<file path="config.mk">
export PLATFORM = sky130hd
export DESIGN_NAME = vfpm_seq_ctrl
export DESIGN_NICKNAME = d
export VERILOG_FILES = /design/src/rtl/vfpm_seq_ctrl.sv
export SDC_FILE = /design/constraint.sdc
export NUM_CORES = 1
export LEC_CHECK = 0
export CORE_MARGIN = 5
export CORE_UTILIZATION = 53
export DETAILED_ROUTE_END_ITERATION = 6
export PLACE_DENSITY = 0.92
export SYNTH_ARGS = -nofsm -noshare
export SYNTH_HDL_FRONTEND = slang
export SYNTH_SLANG_ARGS = --single-unit
</file>
<file path="constraint.sdc">
create_clock -name Clk -period 2.65 [get_ports Clk]
set_input_delay 0.53 -clock Clk [delete_from_list [all_inputs] [get_ports Clk]]
set_output_delay 0.53 -clock Clk [all_outputs]
set_load 0.02 [all_outputs]
</file>
<file path="src/rtl/vfpm_seq_ctrl.sv">
// Issue/collect sequencer for the vector FP multiply: walks element indices into the
// operand bank, writes multiplier results into the C bank in order, and tracks status.
module vfpm_seq_ctrl #(
   parameter int VLEN = 32,
   parameter int AW   = 5,
   parameter int LAT  = 2,
   parameter int TMO  = 4
) (
   input  logic          Clk,
   input  logic          reset,
   input  logic          start,
   input  logic [AW:0]   len,
   input  logic          hold,
   input  logic          mul_valid_out,
   input  logic          mul_flag,
   output logic          busy,
   output logic          done,
   output logic          full,
   output logic          rd_en,
   output logic [AW-1:0] rd_addr,
   output logic          op_valid,
   output logic          wr_en,
   output logic [AW-1:0] wr_addr,
   output logic          flag_or,
   output logic [AW:0]   flag_cnt,
   output logic          err_timeout,
   output logic          err_spurious
);

   localparam int DW = $clog2(LAT + TMO + 1);
   localparam logic [AW:0]   VLEN_C     = (AW+1)'(VLEN);
   localparam logic [DW-1:0] DRAIN_LAST = DW'(LAT + TMO - 1);

   typedef enum logic [1:0] {S_IDLE, S_ISSUE, S_DRAIN, S_DONE} state_t;

   state_t        state_q, state_d;
   logic [AW:0]   n_q, n_d;
   logic [AW:0]   issue_cnt_q, issue_cnt_d;
   logic [AW:0]   wr_cnt_q, wr_cnt_d;
   logic [AW:0]   flag_cnt_q, flag_cnt_d;
   logic [DW-1:0] drain_cnt_q, drain_cnt_d;
   logic          flag_or_q, flag_or_d;
   logic          full_q, full_d;
   logic          err_timeout_q, err_timeout_d;
   logic          err_spurious_q, err_spurious_d;
   logic          op_valid_q;
   logic          last_wr;

   function automatic logic [AW:0] clamp_len(input logic [AW:0] l);
      if (l == '0 || l > VLEN_C) return VLEN_C;
      return l;
   endfunction

   function automatic logic [AW:0] sat_inc(input logic [AW:0] c, input logic inc);
      if (inc && c < VLEN_C) return c + 1'b1;
      return c;
   endfunction

   assign busy    = (state_q == S_ISSUE) || (state_q == S_DRAIN);
   assign last_wr = (wr_cnt_q == n_q - 1'b1);

   always_comb begin
      state_d        = state_q;
      n_d            = n_q;
      issue_cnt_d    = issue_cnt_q;
      wr_cnt_d       = wr_cnt_q;
      drain_cnt_d    = drain_cnt_q;
      flag_or_d      = flag_or_q;
      flag_cnt_d     = flag_cnt_q;
      full_d         = full_q;
      err_timeout_d  = err_timeout_q;
      err_spurious_d = err_spurious_q;
      rd_en          = 1'b0;
      wr_en          = 1'b0;
      done           = 1'b0;

      case (state_q)
         S_IDLE: begin
            if (start) begin
               n_d            = clamp_len(len);
               issue_cnt_d    = '0;
               wr_cnt_d       = '0;
               flag_or_d      = 1'b0;
               flag_cnt_d     = '0;
               full_d         = 1'b0;
               err_timeout_d  = 1'b0;
               err_spurious_d = 1'b0;
               state_d        = S_ISSUE;
            end
            if (mul_valid_out) err_spurious_d = 1'b1;
         end
         S_ISSUE: begin
            rd_en = !hold;
            if (rd_en) begin
               issue_cnt_d = issue_cnt_q + 1'b1;
               if (issue_cnt_q == n_q - 1'b1) begin
                  state_d     = S_DRAIN;
                  drain_cnt_d = '0;
               end
            end
         end
         S_DRAIN: begin
            drain_cnt_d = drain_cnt_q + 1'b1;
            // a final write landing on the last allowed cycle still counts as on time
            if (drain_cnt_q == DRAIN_LAST && !(mul_valid_out && last_wr)) begin
               err_timeout_d = 1'b1;
               state_d       = S_DONE;
            end
         end
         S_DONE: begin
            done    = 1'b1;
            full_d  = 1'b1;
            state_d = S_IDLE;
            if (mul_valid_out) err_spurious_d = 1'b1;
         end
         default: state_d = S_IDLE;
      endcase

      // results overlap issue, so the write side runs in both ISSUE and DRAIN
      if (busy && mul_valid_out) begin
         wr_en      = 1'b1;
         wr_cnt_d   = wr_cnt_q + 1'b1;
         flag_or_d  = flag_or_q | mul_flag;
         flag_cnt_d = sat_inc(flag_cnt_q, mul_flag);
         if (last_wr) state_d = S_DONE;
      end
   end

   always_ff @(posedge Clk or negedge reset) begin
      if (!reset) begin
         state_q        <= S_IDLE;
         n_q            <= '0;
         issue_cnt_q    <= '0;
         wr_cnt_q       <= '0;
         drain_cnt_q    <= '0;
         flag_or_q      <= 1'b0;
         flag_cnt_q     <= '0;
         full_q         <= 1'b0;
         err_timeout_q  <= 1'b0;
         err_spurious_q <= 1'b0;
         op_valid_q     <= 1'b0;
      end else begin
         state_q        <= state_d;
         n_q            <= n_d;
         issue_cnt_q    <= issue_cnt_d;
         wr_cnt_q       <= wr_cnt_d;
         drain_cnt_q    <= drain_cnt_d;
         flag_or_q      <= flag_or_d;
         flag_cnt_q     <= flag_cnt_d;
         full_q         <= full_d;
         err_timeout_q  <= err_timeout_d;
         err_spurious_q <= err_spurious_d;
         op_valid_q     <= rd_en;
      end
   end

   assign full         = full_q;
   assign op_valid     = op_valid_q;
   assign rd_addr      = issue_cnt_q[AW-1:0];
   assign wr_addr      = wr_cnt_q[AW-1:0];
   assign flag_or      = flag_or_q;
   assign flag_cnt     = flag_cnt_q;
   assign err_timeout  = err_timeout_q;
   assign err_spurious = err_spurious_q;

endmodule

</file>
==> results_dict.tcl <==
set metrics [dict create \
    synthAdderAreaFrac 0.0594 \
    synth_compound_area_frac 0.152 \
    synth_warnings 0 \
    cp_num_buf_inv 3 \
    cpMaxStageDelayCell "clkdlybuf4s50_1" \
    initial_core_util 0.538 \
    path_cells "inv_1 -> ha_2 -> clkinv_1 -> nor2_1 -> clkdlybuf4s50_1" \
    power_density_nw_per_um2 1230 \
    synth_area_leaders "dfrtp_1 (40%), ha_1 (5.9%), o21ai_0 (5.9%)" \
    area_growth_pct 21.9 \
    whs_path_depth 2 \
    hold_start "err_spurious" \
    syn_nets 253 \
    outcome "complete, no violations" \
    cp-start-kind "register" \
    tns_ps 0 \
    peakVddDrop_uv 597 \
    fin_crit_sh 0.940 \
    cts_tree "done" \
    multi_input_area_um2 1100 \
    synth-async-reset-ratio 1.00 \
    wl_um 4940 \
    die_y_um 73.0 \
    drt_iter0_drc 101 \
    track_usage 0.205 \
    io_pins 37 \
    cp-endpoint "rd_en" \
    vias 1783 \
    synthSimpleGateAreaFrac 0.191 \
    synth_edf_count 0 \
    cts_buffers 5 \
    ant_nets 0 \
    drive_above_1_share 0.0642 \
    grt_pass1_wl_um 8380 \
    grt_overflow 0 \
    antenna_found_initial 0 \
    wl_per_cell_um 15.7 \
    num-fill-cells 321 \
    worst_ep_required_time_ps 2120 \
    p_leak_nw 1.14 \
    synthXorXnorAreaFrac 0.102 \
    synthMuxAreaShare 0.0190 \
    fp.dieW_um 73.0 \
    yosysTopAreaCellShare 0.404 \
    grt_max_degree 35 \
    drv_slew 0 \
    port_buffers 36 \
    path_class "reg -> out" \
    r2r_slack_ps 260 \
    htree_levels 2 \
    cts.sinks 34 \
    place.gp.congestion 0.835 \
    cts-root-buf "clkbuf_8" \
    hold_class "reg -> reg" \
    critPathTopFamily "buffers and inverters" \
    synthCells 231 \
    slowest_delay_ps 620 \
    reg2reg_to "drain_cnt_q[2]" \
    endpoint_kind "primary output" \
    crit_start "state_q[1]" \
    synth_top_family_by_area "simple AND/OR/NAND/NOR gates" \
    synth_seq_cells 34 \
    synth_ff_type "dfrtp_1" \
    worstMarginPinSlew_ps 531 \
    rows 23 \
    grt_pass1_vias 1843 \
    synth_area_um2 2110 \
    num-nets-final 286 \
    via_per_inst 5.66 \
    dieArea_um2 5330 \
    insertion_delay_ps 290 \
    fin_crit_ps 2490 \
    finalSetupViolations 0 \
    timing.slew.headroom 0.645 \
    r2r-start "n_q[0]" \
    clock_skew_ps 7.01 \
    yosys.area.top_type "dfrtp_1" \
    crit_fanout 7 \
    yosysMostFrequentCell "dfrtp_1" \
    dpl.hpwl_um 3590 \
    clockBufferDepth 2 \
    clkTransAtPathRegs_ps 70 \
    firstDrtPassIters 4 \
    final_area_um2 2570 \
    place_area_um2 2470 \
    antenna_cells 0 \
    yosys.cell_types.count 43 \
    remaining_drc_errors 0 \
    worst-r2r-cell-count 6 \
    cp_num_cells 5 \
    ff_latch_area_um2 851 \
    final_hold_viol_count 0 \
    crit_arrival_ps 1960 \
    ys_seq_area_frac 0.404 \
    syn_avg_cell_area_um2 9.12 \
    cap_violations 0 \
    rsz0062_at_grt "false" \
    synthTopCellsByCount "dfrtp_1 (34), o21ai_0 (25), nor2_1 (22)" \
    core_area_um2 3910 \
    p_total_mw 3.15 \
    max_freq_mhz 402 \
]
[routing by layer]
metal / wire length, µm / GRT usage
met5: 0 / 0
met4: 91 / 0.105
met3: 333 / 0.0702
met2: 2470 / 0.333
met1: 2040 / 0.240
[cell type report]
type | count | share of cell area
inverters | 14 | 0.0205
multi-input cells | 167 | 0.430
clock buffers | 7 | 0.0336
flip-flops and latches | 34 | 0.331
repair buffers | 42 | 0.158
well taps | 50 | 0.0244
clock inverters | 1 | 0.00195
[cell usage in the layout, fill, tap and decap left out, drive strengths merged, types with 2 or more instances in the layout]
| cell | netlist | layout |
|---|---|---|
| xor3 | 2 | 2 |
| nand2 | 20 | 20 |
| nor4 | 2 | 2 |
| xor2 | 13 | 13 |
| a21oi | 9 | 9 |
| clkinv | 1 | 2 |
| a211oi | 3 | 3 |
| clkbuf | 5 | 7 |
| o31ai | 2 | 2 |
| a211o | 2 | 2 |
| nand3 | 2 | 2 |
| o21ai | 25 | 25 |
| xnor2 | 6 | 6 |
| dfrtp | 34 | 34 |
| inv | 13 | 13 |
| ha | 10 | 10 |
| nand4 | 6 | 6 |
| nor3 | 8 | 8 |
| nand2b | 6 | 6 |
| mux2i | 4 | 4 |
| nor2 | 22 | 22 |
| and3 | 5 | 5 |
| o31a | 2 | 2 |
| buf | 11 | 6 |
| nor2b | 2 | 2 |
| nor3b | 3 | 3 |
| clkdlybuf4s50 | 0 | 36 |
[worst register-to-register path, delay by kind of cell, from the launching register on]
kind | cells | cell delay, ps
AND/OR/NAND/NOR | 1 | 630
buffers and inverters | 1 | 80
flip-flops | 1 | 470
adder cells (fa/ha/maj) | 1 | 350
XOR/XNOR | 1 | 150
AO/OA/AOI/OAI | 2 | 590
[through the flow]
step	util	std cells	hold WS (ps)	setup WS (ps)
after floorplan	-	231	234	431
after global placement	0.632	307	488	259
after detailed placement	0.632	307	492	225
after CTS	0.655	315	507	71.6
after global routing	0.656	315	534	67.0
final	0.656	315	508	160
[what timing repair did]
action                     in CTS  in global routing
buffers inserted                0                  0
setup endpoints to repair       0                  1
hold buffers                    0                  0
resized for setup               0                  1
[logic make-up after synthesis]
logic type	after synthesis
AOI/OAI and AO/OA	52
xor gates and xnor gates	21
adders and majority gates	10
buffers and inverters	30
DFF	34
muxes	4
and+or+nand+nor	80
[flip-flops by register name, summed over array words and instances (netlist names)]
name / flops
full: 1
err_spurious: 1
n_q: 6
state_q: 2
drain_cnt_q: 3
issue_cnt_q: 6
wr_cnt_q: 6
flag_cnt: 6
err_timeout: 1
flag_or: 1
op_valid: 1
[power breakdown]
part | leakage, nW | internal (mW) | switching [mW]
sequential | 0.433 | 0.713 | 0.274
clock | 0.0482 | 0.210 | 0.195
combinational | 0.659 | 0.819 | 0.944
total | 1.14 | 1.74 | 1.41
[worst min path at each step]
stage / endpoint / slack, ps
finish: err_spurious / 510
global route: err_spurious / 530
CTS: err_spurious / 510
detailed placement: err_spurious / 490
global placement: flag_or / 490
floorplan: drain_cnt_q[0] / 230
Note: power is estimated with default switching activity, not from simulation.
